$ cat config.mk
export PLATFORM = sky130hd
export DESIGN_NAME = uart_tx
export DESIGN_NICKNAME = d
export VERILOG_FILES = /design/src/rtl/uart_pkg.sv /design/src/rtl/tx_fifo.sv /design/src/rtl/uart_tx.sv
export SDC_FILE = /design/constraint.sdc
export NUM_CORES = 1
export LEC_CHECK = 0
export CORE_ASPECT_RATIO = 0.75
export CORE_MARGIN = 2
export CORE_UTILIZATION = 60
export CTS_CLUSTER_DIAMETER = 100
export DETAILED_ROUTE_END_ITERATION = 6
export PLACE_DENSITY_LB_ADDON = 0.12
export SYNTH_ARGS = -nofsm -noshare
export SYNTH_HDL_FRONTEND = slang
export SYNTH_SLANG_ARGS = --single-unit
$ cat constraint.sdc
create_clock -name clk -period 3.65 [get_ports clk]
set_input_delay 0.73 -clock clk [delete_from_list [all_inputs] [get_ports clk]]
set_output_delay 0.73 -clock clk [all_outputs]
set_load 0.1 [all_outputs]
$ cat src/rtl/uart_pkg.sv
// Shared UART definitions: transmitter FSM states, frame width and the
// default clock / bit-rate constants used by both the transmitter and receiver.
package uart_pkg;

    typedef enum logic [1:0] {
        IDLE  = 2'd0,
        START = 2'd1,
        DATA  = 2'd2,
        STOP  = 2'd3
    } tx_state_t;

    localparam int unsigned UART_DATA_BITS = 8;
    localparam int unsigned UART_CLK_FREQ  = 50000000;
    localparam int unsigned UART_BAUD      = 115200;

endpackage

$ cat src/rtl/tx_fifo.sv
// Synchronous FIFO buffering bytes for the UART transmitter.
// Read data is the head entry, combinationally visible; pointers wrap modulo DEPTH.
module tx_fifo #(
    parameter int unsigned WIDTH = 8,
    parameter int unsigned DEPTH = 8
) (
    input  logic                     clk,
    input  logic                     rst,
    input  logic                     push,
    input  logic [WIDTH-1:0]         push_data,
    input  logic                     pop,
    output logic [WIDTH-1:0]         pop_data,
    output logic [$clog2(DEPTH):0]   count,
    output logic                     full,
    output logic                     empty
);

    localparam int unsigned AW = $clog2(DEPTH);
    localparam int unsigned CW = AW + 1;

    logic [WIDTH-1:0] mem [DEPTH];
    logic [AW-1:0]    wr_ptr;
    logic [AW-1:0]    rd_ptr;
    logic             do_push;
    logic             do_pop;

    assign full     = (count == CW'(DEPTH));
    assign empty    = (count == '0);
    assign do_push  = push && !full;
    assign do_pop   = pop && !empty;
    assign pop_data = mem[rd_ptr];

    // Storage write; contents need no reset since count gates every read.
    always_ff @(posedge clk) begin
        if (do_push) begin
            mem[wr_ptr] <= push_data;
        end
    end

    // Pointer and occupancy tracking; push+pop together leaves count unchanged.
    always_ff @(posedge clk) begin
        if (!rst) begin
            wr_ptr <= '0;
            rd_ptr <= '0;
            count  <= '0;
        end else begin
            if (do_push) begin
                wr_ptr <= wr_ptr + 1'b1;
            end
            if (do_pop) begin
                rd_ptr <= rd_ptr + 1'b1;
            end
            case ({do_push, do_pop})
                2'b10:   count <= count + 1'b1;
                2'b01:   count <= count - 1'b1;
                default: count <= count;
            endcase
        end
    end

endmodule

$ cat src/rtl/uart_tx.sv
// UART transmitter, 8N1 framing, with a byte FIFO in front of the shifter.
// The FSM pops the next byte at the end of STOP so back-to-back frames have no gap.
module uart_tx
    import uart_pkg::*;
#(
    parameter int unsigned CLK_FREQ   = UART_CLK_FREQ,
    parameter int unsigned BAUD       = UART_BAUD,
    parameter int unsigned FIFO_DEPTH = 8
) (
    input  logic                          clk,
    input  logic                          rst,
    input  logic [7:0]                    data,
    input  logic                          valid,
    output logic                          ready,
    output logic                          tx,
    output logic                          busy,
    output logic [$clog2(FIFO_DEPTH):0]   count
);

    localparam int unsigned CLKS_PER_BIT = CLK_FREQ / BAUD;
    localparam int unsigned BW           = (CLKS_PER_BIT < 2) ? 1 : $clog2(CLKS_PER_BIT);

    if (CLKS_PER_BIT < 2) begin : g_bad_baud
        $error("uart_tx: CLK_FREQ/BAUD must be at least 2");
    end
    if ((FIFO_DEPTH < 2) || ((FIFO_DEPTH & (FIFO_DEPTH - 1)) != 0)) begin : g_bad_depth
        $error("uart_tx: FIFO_DEPTH must be a power of two, at least 2");
    end

    tx_state_t                  state_q, state_d;
    logic [BW-1:0]              baud_q, baud_d;
    logic [2:0]                 bit_q, bit_d;
    logic [UART_DATA_BITS-1:0]  shift_q, shift_d;
    logic                       tx_q, tx_d;
    logic                       pop;
    logic                       push;
    logic                       bit_end;
    logic [7:0]                 head_data;
    logic                       fifo_full;
    logic                       fifo_empty;

    assign ready = rst && !fifo_full;
    assign push  = valid && ready;
    assign tx    = tx_q;
    assign busy  = (state_q != IDLE) || (count != '0);

    tx_fifo #(
        .WIDTH (UART_DATA_BITS),
        .DEPTH (FIFO_DEPTH)
    ) u_fifo (
        .clk       (clk),
        .rst       (rst),
        .push      (push),
        .push_data (data),
        .pop       (pop),
        .pop_data  (head_data),
        .count     (count),
        .full      (fifo_full),
        .empty     (fifo_empty)
    );

    // State, baud counter, bit index, shifter and registered line output.
    always_ff @(posedge clk) begin
        if (!rst) begin
            state_q <= IDLE;
            baud_q  <= '0;
            bit_q   <= '0;
            shift_q <= '0;
            tx_q    <= 1'b1;
        end else begin
            state_q <= state_d;
            baud_q  <= baud_d;
            bit_q   <= bit_d;
            shift_q <= shift_d;
            tx_q    <= tx_d;
        end
    end

    // Next-state logic: start bit is registered on the same edge as the pop.
    always_comb begin
        state_d = state_q;
        baud_d  = baud_q;
        bit_d   = bit_q;
        shift_d = shift_q;
        tx_d    = tx_q;
        pop     = 1'b0;
        bit_end = (baud_q == BW'(CLKS_PER_BIT - 1));

        case (state_q)
            IDLE: begin
                baud_d = '0;
                bit_d  = '0;
                tx_d   = 1'b1;
                if (!fifo_empty) begin
                    pop     = 1'b1;
                    shift_d = head_data;
                    tx_d    = 1'b0;
                    state_d = START;
                end
            end
            START: begin
                if (bit_end) begin
                    baud_d  = '0;
                    bit_d   = '0;
                    tx_d    = shift_q[0];
                    shift_d = {1'b0, shift_q[UART_DATA_BITS-1:1]};
                    state_d = DATA;
                end else begin
                    baud_d = baud_q + 1'b1;
                end
            end
            DATA: begin
                if (bit_end) begin
                    baud_d = '0;
                    if (bit_q == 3'(UART_DATA_BITS - 1)) begin
                        tx_d    = 1'b1;
                        state_d = STOP;
                    end else begin
                        bit_d   = bit_q + 1'b1;
                        tx_d    = shift_q[0];
                        shift_d = {1'b0, shift_q[UART_DATA_BITS-1:1]};
                    end
                end else begin
                    baud_d = baud_q + 1'b1;
                end
            end
            STOP: begin
                if (bit_end) begin
                    baud_d = '0;
                    bit_d  = '0;
                    if (!fifo_empty) begin
                        pop     = 1'b1;
                        shift_d = head_data;
                        tx_d    = 1'b0;
                        state_d = START;
                    end else begin
                        tx_d    = 1'b1;
                        state_d = IDLE;
                    end
                end else begin
                    baud_d = baud_q + 1'b1;
                end
            end
            default: begin
                tx_d    = 1'b1;
                state_d = IDLE;
            end
        endcase
    end

endmodule

# --- After elaboration in Yosys (flattened, before gate mapping) ---
# Memories as Yosys holds them, arrays and structs flattened. A register that Yosys moved wholly into a read port is not among the register bits.
# Index checks and enable logic that the tools add are counted.
word_totals:
  reg_bits: 33
  ramBits: 64
  inputBits: 11
  output_inout_bits: 7
  elab_cells: 81
  memories: 1
op_classes:
  n_addsub: 6
  eq_ne: 15
  n_mux: 33
  n_reduce_logical: 18
mem_list:
  columns: ["name", "words", "width", "read_ports", "rd_clocked_by_memory_dff", "wr", "line", "text"]
  rows:
  - ["u_fifo.mem", 8, 8, 1, 1, 1, "tx_fifo.sv:21", "logic [WIDTH-1:0] mem [DEPTH];"]
ops:
  columns: ["operator", "n"]
  rows:
  - ["two-way mux 8 bit", 5]
  - ["case mux 8 bit (4 select lines)", 1]
  - ["case mux 9 bit (2 select lines)", 1]
  - ["two-way mux 3 bit", 5]
  - ["inequality test 2 bit, second input constant", 6]
  - ["two-way mux 1 bit", 10]
  - ["two-way mux 2 bit", 5]
  - ["adder 3 x 1 -> 3 bit, second input constant", 3]
  - ["adder 9 x 1 -> 9 bit, second input constant", 1]
  - ["equality test 9 bit, second input constant", 1]
  - ["two-way mux 9 bit", 1]
  - ["case mux 3 bit (3 select lines)", 1]
  - ["case mux 2 bit (4 select lines)", 1]
  - ["case mux 4 bit (2 select lines)", 1]
  - ["equality test 2 bit, second input constant", 3]
  - ["AND reduction 3 bit", 2]
  - ["AND reduction 5 bit", 1]
  - ["adder 4 x 1 -> 4 bit, second input constant", 1]
  - ["equality test 2 x 1 -> 1 bit, second input constant", 2]
  - ["equality test 4 bit, second input constant", 1]
  - ["logical AND 1 bit", 4]
  - ["logical NOT 4 bit", 1]
  - ["case mux 1 bit (4 select lines)", 1]
  - ["AND reduction 4 bit", 1]
  - ["other kinds (11)", 13]

# --- Depth between registers and ports, before layout ---
# Gate-level depths: netlist (run 1).
logic_depth:
  depth_word: 7
  mapped_depth: 12
  mapped_depth_nobuf: 12

# --- Modules after synthesis ---
# From an unflattened synthesis (run 1), not the netlist that was laid out.
hier_totals:
  hier_cells: 300
  hier_area_um2: 4364.2
modules_own_cells:
  columns: ["mod", "n_inst", "cells_per_inst", "area_each_um2", "seq_area_each_um2"]
  rows:
  - ["tx_fifo", 1, 168, 3136.8, 2182.1]
  - ["uart_tx", 1, 132, 1227.4, 460.4]

# --- Worst setup path after synthesis (run 1) ---
# No wires, ideal clock.
synth_timing:
  kind: "reg-to-reg"
  start: "register u_fifo.count[1]"
  end: "memory u_fifo.mem[1][0], enable pin"
  setup_ns: 0.383
  arrival_ns: 3.068
  required_time_ns: 3.267
  setup_slack_ns: 0.199
  path_stages_with_launch: 6
  n_path_buf: 1
  period_less_slack_ns: 3.451
  path_cell_list: "dfxtp_1 > buf_2 > or4b_2 > and2_1 > nand3_1 > nor3_1"
synth_via:
  elab_chain_cells: 7
synth_lines:
  columns: ["element", "line", "text"]
  rows:
  - ["start: declaration", "tx_fifo.sv:13", "output logic [$clog2(DEPTH):0] count,"]
  - ["start signal: assignment", "tx_fifo.sv:54", "2'b10: count <= count + 1'b1;"]
  - ["start signal: assignment", "tx_fifo.sv:55", "2'b01: count <= count - 1'b1;"]
  - ["start signal: assignment", "tx_fifo.sv:56", "default: count <= count;"]
  - ["equality test 4 bit", "tx_fifo.sv:27", "assign full = (count == CW'(DEPTH));"]
  - ["logical NOT 1 bit", "uart_tx.sv:42", "assign ready = rst && !fifo_full;"]
  - ["logical AND 1 bit", "uart_tx.sv:42", null]
  - ["via ready", "uart_tx.sv:14", "output logic ready,"]
  - ["logical AND 1 bit", "uart_tx.sv:43", "assign push = valid && ready;"]
  - ["logical AND 1 bit", "tx_fifo.sv:29", "assign do_push = push && !full;"]
  - ["two-way mux 1 bit", "tx_fifo.sv:35", "if (do_push) begin"]
  - ["two-way mux 1 bit (not written as such)", "tx_fifo.sv:36", "mem[wr_ptr] <= push_data;"]
  - ["end: declaration", "tx_fifo.sv:21", null]
# The timed path passes the listed nets, and every way through them passes these cells.

# --- Worst setup path in the final report (run 1) ---
layout_timing:
  start: "register baud_q[0]"
  end: "register u_fifo.count[2]"
layout_via:
  elab_chain_cells: 6
  word_cells_on_any_way: 8
  classes_between: "eq/ne: 3; mux: 3; reduce/logical: 2"
layout_lines:
  columns: ["element", "line", "text"]
  rows:
  - ["start: declaration", "uart_tx.sv:31", "logic [BW-1:0] baud_q, baud_d;"]
  - ["start signal: assignment", "uart_tx.sv:72", "baud_q <= baud_d;"]
  - ["equality test 9 bit (*)", "uart_tx.sv:87", "bit_end = (baud_q == BW'(CLKS_PER_BIT - 1));"]
  - ["two-way mux 1 bit (*)", "uart_tx.sv:128", "if (bit_end) begin"]
  - ["case mux 1 bit (2 select lines) (*)", "uart_tx.sv:89", "case (state_q)"]
  - ["logical AND 1 bit (*)", "tx_fifo.sv:30", "assign do_pop = pop && !empty;"]
  - ["equality test 2 x 1 -> 1 bit / equality test 2 bit (equally long branches)", "tx_fifo.sv:53", "case ({do_push, do_pop})"]
  - ["case mux 4 bit (2 select lines) / nonzero test 2 bit (equally long branches)", null, null]
# Every way passes the cells marked *; elsewhere a longest branch is shown, timed or not.
# A chain may end at the register's enable or synchronous reset.

==> metrics.cfg, run 1 <==
[worst_setup_path]
max_stage_delay_ps = 430
required_ps = 3940
worst-path-max-fanout = 6
crit_top_cell = ha_1
crit_cells = 11
crit_buf_inv = 0
critical_path.top_delay_family = simple AND/OR/NAND/NOR gates
critPathSlowestCell = dfxtp_1
crit_path_cell_trace = ha_1, and4b_1, a31oi_1, nor3_2, ha_1, xor2_1, ha_1, a21oi_1, xor2_1, or3_1, a21oi_1
cp.arrival_ps = 3230
worst_r2r_path_depth = 11
endpoint_kind = flop
r2r_setup_slack_ps = 710
critical_path_class = reg2reg
startpoint_type = flop

[clocking]
clock_latency_ps = 360
cts_root_buf = clkbuf_8
cts_setup_buffers = 0
cts_buffer_depth = 2
cts-htree-levels = 3
cts_tree = yes
cts_hold_buf = 0
clkTransAtPathRegs_ps = 90
post_cts_resized = 0
clock_sinks = 100
cts_buffers = 9

[sta]
finalCriticalPeriod_ps = 2940
fin_crit_sh = 0.806
skew_ps = 7.52
rsz0062_at_grt = no
setup_viol = 0
hold_violations = 0
drv_slew = 0
worstMarginPinSlew_ps = 968
slew_headroom = 0.353
hold_slack_ps = 464
setup_tns_ps = 0
fmax_mhz = 340

[flow_run]
drv_cap = 0

[synthesis]
ys_types = 55
synth_cells = 289
avgSynthCellArea_um2 = 14.7
yosysWarnings = 0
synth-main-ff-cell = edfxtp_1
synth_edf_count = 64
async_flop_share = 0
synth_fp_nets = 314
synth_area_mm2 = 0.00426
seq_area_frac_synth = 0.621
synth.ff_latch_count = 100

[global_route]
gr-total-overflow = 0
grt_pass1_wl_mm = 12.0
grt_pass1_vias = 2358
antenna_found_initial = 0
gr-usage-all-layers = 0.212
grt_max_degree = 17

[die]
core_area_mm2 = 0.00683
die_x_um = 101
die_h_um = 76.9
ios = 18
rows = 26
die_area_mm2 = 0.00779
start_util = 0.623

[placed_design]
port_buffers = 17
post_dp_cell_area_mm2 = 0.00452
dp.cells = 388
hpwlAfterDp_mm = 5.08
gp_congestion = 0.810

[min_path]
hold_class = reg2reg
hold_path_depth = 1

[power]
irDropWorstVdd_mv = 0.638
p_per_area_mw_per_mm2 = 759
cellLeakagePower_nw = 1.63

[detailed_routing]
first_pass_iters = 4
antenna_left = 0
post-route-drc-count = 0
drt-initial-drc-count = 131
vias = 2439
drt-total-wl_mm = 7.52
viasPerCell = 6.04
avgRoutedWirePerCell_um = 18.6

[cells_and_area]
final_layout_size_suffix_gt1_frac = 0.125
nets = 340
fillers = 491
fin_cells = 404
fin_util = 0.693
stdcell_area_mm2 = 0.00474
syn2layout_area_growth_pct = 11.3
antenna_cells = 0

[outcome]
status = completed

## cells in the mapped netlist (3+ instances only)
library cell	n	area, um^2
xor2_1	10	87.6
dfxtp_1	36	721
nor2b_1	3	18.8
ha_1	14	175
a21oi_1	8	40.0
nor2_1	22	82.6
mux2i_1	5	50.1
o22a_1	7	61.3
nand3_1	10	50.1
edfxtp_1	64	1920
mux4_1	11	289
a32o_1	7	70.1
mux4_2	5	113
nor3_1	4	20.0
inv_1	5	18.8
nand2b_1	12	75.1
nand4_1	4	25.0
o21ai_0	7	35.0
clkbuf_1	6	22.5
nand2_1	10	37.5
## metal layers
layer	track usage	wire length, um
met1	0.305	3660
met2	0.313	3380
met3	0.0629	373
met4	0.0676	97
met5	0	0
## cells by family after synthesis
group / after synthesis / share of synthesized area
DFF: 100 / 0.621
and+or+nand+nor: 84 / 0.112
AOI/OAI and AO/OA: 43 / 0.0753
muxes: 22 / 0.109
buffers and inverters: 15 / 0.0194
adders and majority gates: 14 / 0.0412
xor gates and xnor gates: 11 / 0.0226
## layout by cell type (no fill, tap or decap), types with 2 or more instances in the layout
cell type        synthesis  layout
dfxtp_1                 36      36
a32o_1                   7       7
mux2i_1                  5       5
inv_1                    5       5
nor2b_1                  3       3
nand4_1                  4       4
xor2_1                  10      10
a31oi_1                  2       2
ha_1                    14      14
clkdlybuf4s50_1          0      15
mux4_1                  11      11
o22a_1                   7       7
mux4_2                   5       5
nand2_1                 10      10
nor3_1                   4       4
nand3_1                 10      10
buf_4                    0      10
nand2b_1                12      12
clkinv_1                 0       2
a21oi_1                  8       8
edfxtp_1                64      64
clkbuf_8                 0       9
bufinv_16                0       2
o21ai_0                  7       7
a21o_1                   2       2
nor2_1                  22      22
or2_2                    2       2
## report_power, final
| part | leakage, nW | total (mW) | internal, mW | switching [mW] |
|---|---|---|---|---|
| clock | 0.109 | 0.748 | 0.384 | 0.364 |
| combinational | 0.647 | 1.44 | 0.516 | 0.921 |
| sequential | 0.871 | 1.41 | 1.31 | 0.105 |
| total | 1.63 | 3.60 | 2.21 | 1.39 |
## path summary, 6_finish.rpt
path | startpoint | endpoint
min reg2reg | shift_q[2] | shift_q[2]
min | shift_q[2] | shift_q[2]
max reg2reg | baud_q[0] | u_fifo.count[2]
max | baud_q[0] | u_fifo.count[2]
## flip-flops by register name, summed over array words and instances, names as in the netlist, 2 cells and up, named ones only
name and cells:
shift_q 8, state_q 2, baud_q 9, u_fifo.wr_ptr 3, u_fifo.rd_ptr 3, bit_q 3, u_fifo.mem 64, u_fifo.count 4
## area by class of cell
cell class,count,area [um^2],share of cell area
clock inverters,7,90.1,0.0190
clock buffers,9,124,0.0261
well taps,84,105,0.0222
repair buffers,25,225,0.0475
multi-input cells,174,1530,0.323
inverters,5,18.8,0.00396
flip-flops and latches,100,2640,0.558
## through the flow
stage	power [mW]	setup WS [ps]
detailed placement	2.87	769
global route	3.80	433
CTS	3.62	718
global placement	2.83	845
finish	3.60	709
floorplan	2.53	199
Note: power is estimated with default switching activity, not from simulation.
==> run 2, diff against run 1 <==
--- a/config.mk
+++ b/config.mk
@@ -7,7 +7,7 @@
 export LEC_CHECK = 0
 export CORE_ASPECT_RATIO = 0.75
 export CORE_MARGIN = 2
-export CORE_UTILIZATION = 60
+export CORE_UTILIZATION = 54
 export CTS_CLUSTER_DIAMETER = 100
 export DETAILED_ROUTE_END_ITERATION = 6
 export PLACE_DENSITY_LB_ADDON = 0.12
==> constraint.sdc (replaced) <==
create_clock -name clk -period 2.4 [get_ports clk]
set_input_delay 0.48 -clock clk [delete_from_list [all_inputs] [get_ports clk]]
set_output_delay 0.48 -clock clk [all_outputs]
set_load 0.1 [all_outputs]
==> metrics.cfg, run 2 (same netlist as run 1, synthesis figures left out) <==
[sta]
drv_slew = 0  ; unchanged
setup_viol = 1  ; +1
fin_crit_sh = 1.01  ; +0.201
finalCriticalPeriod_ps = 2420  ; -526 ps
setup_tns_ps = -15.6  ; -15.6 ps
timing.final.ws_setup_ps = -15.6  ; -724 ps
slew_headroom = 0.704  ; +0.352
worstMarginPinSlew_ps = 440  ; -528 ps
hold_violations = 0  ; unchanged
fmax_mhz = 414  ; +22%
rsz0062_at_grt = yes
skew_ps = 11.2  ; +3.71 ps

[detailed_routing]
post-route-drc-count = 0  ; unchanged
antenna_left = 0  ; unchanged
viasPerCell = 5.58  ; -7.6%
vias = 2500  ; +2.5%
first_pass_iters = 4  ; unchanged
drt-initial-drc-count = 103  ; -21%
avgRoutedWirePerCell_um = 17.3  ; -7.2%
drt-total-wl_mm = 7.73  ; +2.9%

[cells_and_area]
top_regs = u_fifo.mem x64, baud_q x9, shift_q x8
final_common_cell = edfxtp_1
final_layout_size_suffix_gt1_frac = 0.257  ; +0.132
regMostFlops = u_fifo.mem
nets = 363  ; +6.8%
fin_util = 0.644  ; -0.0497
antenna_cells = 0  ; unchanged
syn2layout_area_growth_pct = 17.6
final_cell_mix = 64 x edfxtp_1, 36 x buf_4, 29 x dfxtp_1, 21 x nor2_1
fin_cells = 448  ; +11%
largest_reg_flops = 64  ; unchanged

[worst_setup_path]
worst-path-max-fanout = 3  ; -3
required_ps = 2700  ; -1240 ps
critical_path_class = reg2reg
cp.arrival_ps = 2710  ; -520 ps
max_stage_delay_ps = 490  ; +60 ps
crit_path_cell_trace = inv_1, ha_1, and4b_2, a31oi_4, nor3_4, buf_6, ha_4, nor2b_1, or4b_4, a31o_2, a21oi_1
endpoint_kind = flop
critical_path.top_delay_family = simple AND/OR/NAND/NOR gates
startpoint_type = flop
critPathSlowestCell = or4b_4
crit_buf_inv = 2  ; +2

[global_route]
grt_pass1_vias = 2382  ; +1.0%
grt_max_degree = 18  ; +1
antenna_found_initial = 0  ; unchanged
gr-total-overflow = 0  ; unchanged
gr-usage-all-layers = 0.199  ; -0.0126
grt_pass1_wl_mm = 12.5  ; +4.3%

[die]
ios = 18  ; unchanged
die_h_um = 80.9  ; +5.1%
die_x_um = 107  ; +5.2%
core_area_mm2 = 0.00778  ; +14%
die_area_mm2 = 0.00862  ; +11%
start_util = 0.547  ; -0.0758
rows = 28  ; +7.7%

[clocking]
cts_tree = yes
cts_buffer_depth = 2  ; unchanged
cts_root_buf = clkbuf_8
cts_buffers = 9  ; unchanged
clock_sinks = 100  ; unchanged
cts_hold_buf = 0  ; unchanged
clkTransAtPathRegs_ps = 100  ; about the same
cts-htree-levels = 3  ; unchanged
clock_latency_ps = 370  ; about the same

[placed_design]
gp_congestion = 0.758  ; -6.4%
hpwlAfterDp_mm = 5.34  ; +5.1%
dp.cells = 431  ; +11%
port_buffers = 17  ; unchanged

[power]
power.share.sequential = 0.385  ; -0.008
p_per_area_mw_per_mm2 = 1110  ; +47%
p_sw_mw = 2.21  ; +59%
cellLeakagePower_nw = 1.76  ; +7.9%
p_int_mw = 3.37  ; +53%
p_comb_frac = 0.442  ; +0.043
p_clk_frac = 0.172  ; -0.036
irDropWorstVdd_mv = 0.993  ; +56%
switching_share = 0.395  ; +0.00908

[min_path]
hold_class = reg2reg

[outcome]
violations = setup timing
status = finished with violations

[flow_run]
drv_cap = 0  ; unchanged

==> run 2: final timing paths <==
path                            startpoint              end  slack [ps]  depth (start not counted)
worst min register to register  shift_q[6]       shift_q[6]         470                          1
worst min-delay path            shift_q[6]       shift_q[6]         470                          1
worst max register to register   baud_q[1]  u_fifo.count[3]         -20                         11
worst max-delay path             baud_q[1]  u_fifo.count[3]         -20                         11
==> run 2: metrics by stage <==
step / hold WS [ps] / setup slack [ps] / instance area (um^2) / power [mW]
4_1_cts: 473 / 11.1 / 4980 / 5.55
3_3_place_gp: 441 / 42.6 / 4810 / 4.56
5_1_grt: 506 / -107 / 5010 / 5.93
2_1_floorplan: 433 / -37.9 / 4350 / 4.01
6_report: 474 / -15.6 / 5010 / 5.58
3_5_place_dp: 450 / 7.72 / 4810 / 4.59
==> run 2: area by class of cell <==
type | count | area (um^2)
Multi-Input combinational cell | 174 | 1620
Timing Repair Buffer | 48 | 402
Sequential cell | 100 | 2660
Fill cell | 606 | 2770
Tap cell | 105 | 131
Clock inverter | 7 | 51.3
Clock buffer | 9 | 124
Inverter | 5 | 18.8
==> run 2: metal layers <==
metal	global-route usage	wire length [um]	vias to the layer above	part of all wire
li1	-	-	1218	-
met1	0.288	3850	1238	0.50
met2	0.301	3490	38	0.45
met3	0.0650	331	6	0.043
met4	0.0390	60	0	0.0078
met5	0	0	-	0
==> run 2: what timing repair did <==
item | in CTS | in global routing
buffers inserted | 0 | 1
setup endpoints to repair | 2 | 2
pin swaps | 2 | 1
resized for setup | 0 | 5
==> run 2: power by group through the flow <==
stage,Combinational (mW),Sequential (mW),Clock [mW]
global route,2.69,2.18,1.06
detailed placement,2.41,2.19,0
floorplan,1.61,2.40,0
finish,2.47,2.15,0.962
global placement,2.39,2.18,0
CTS,2.42,2.15,0.984
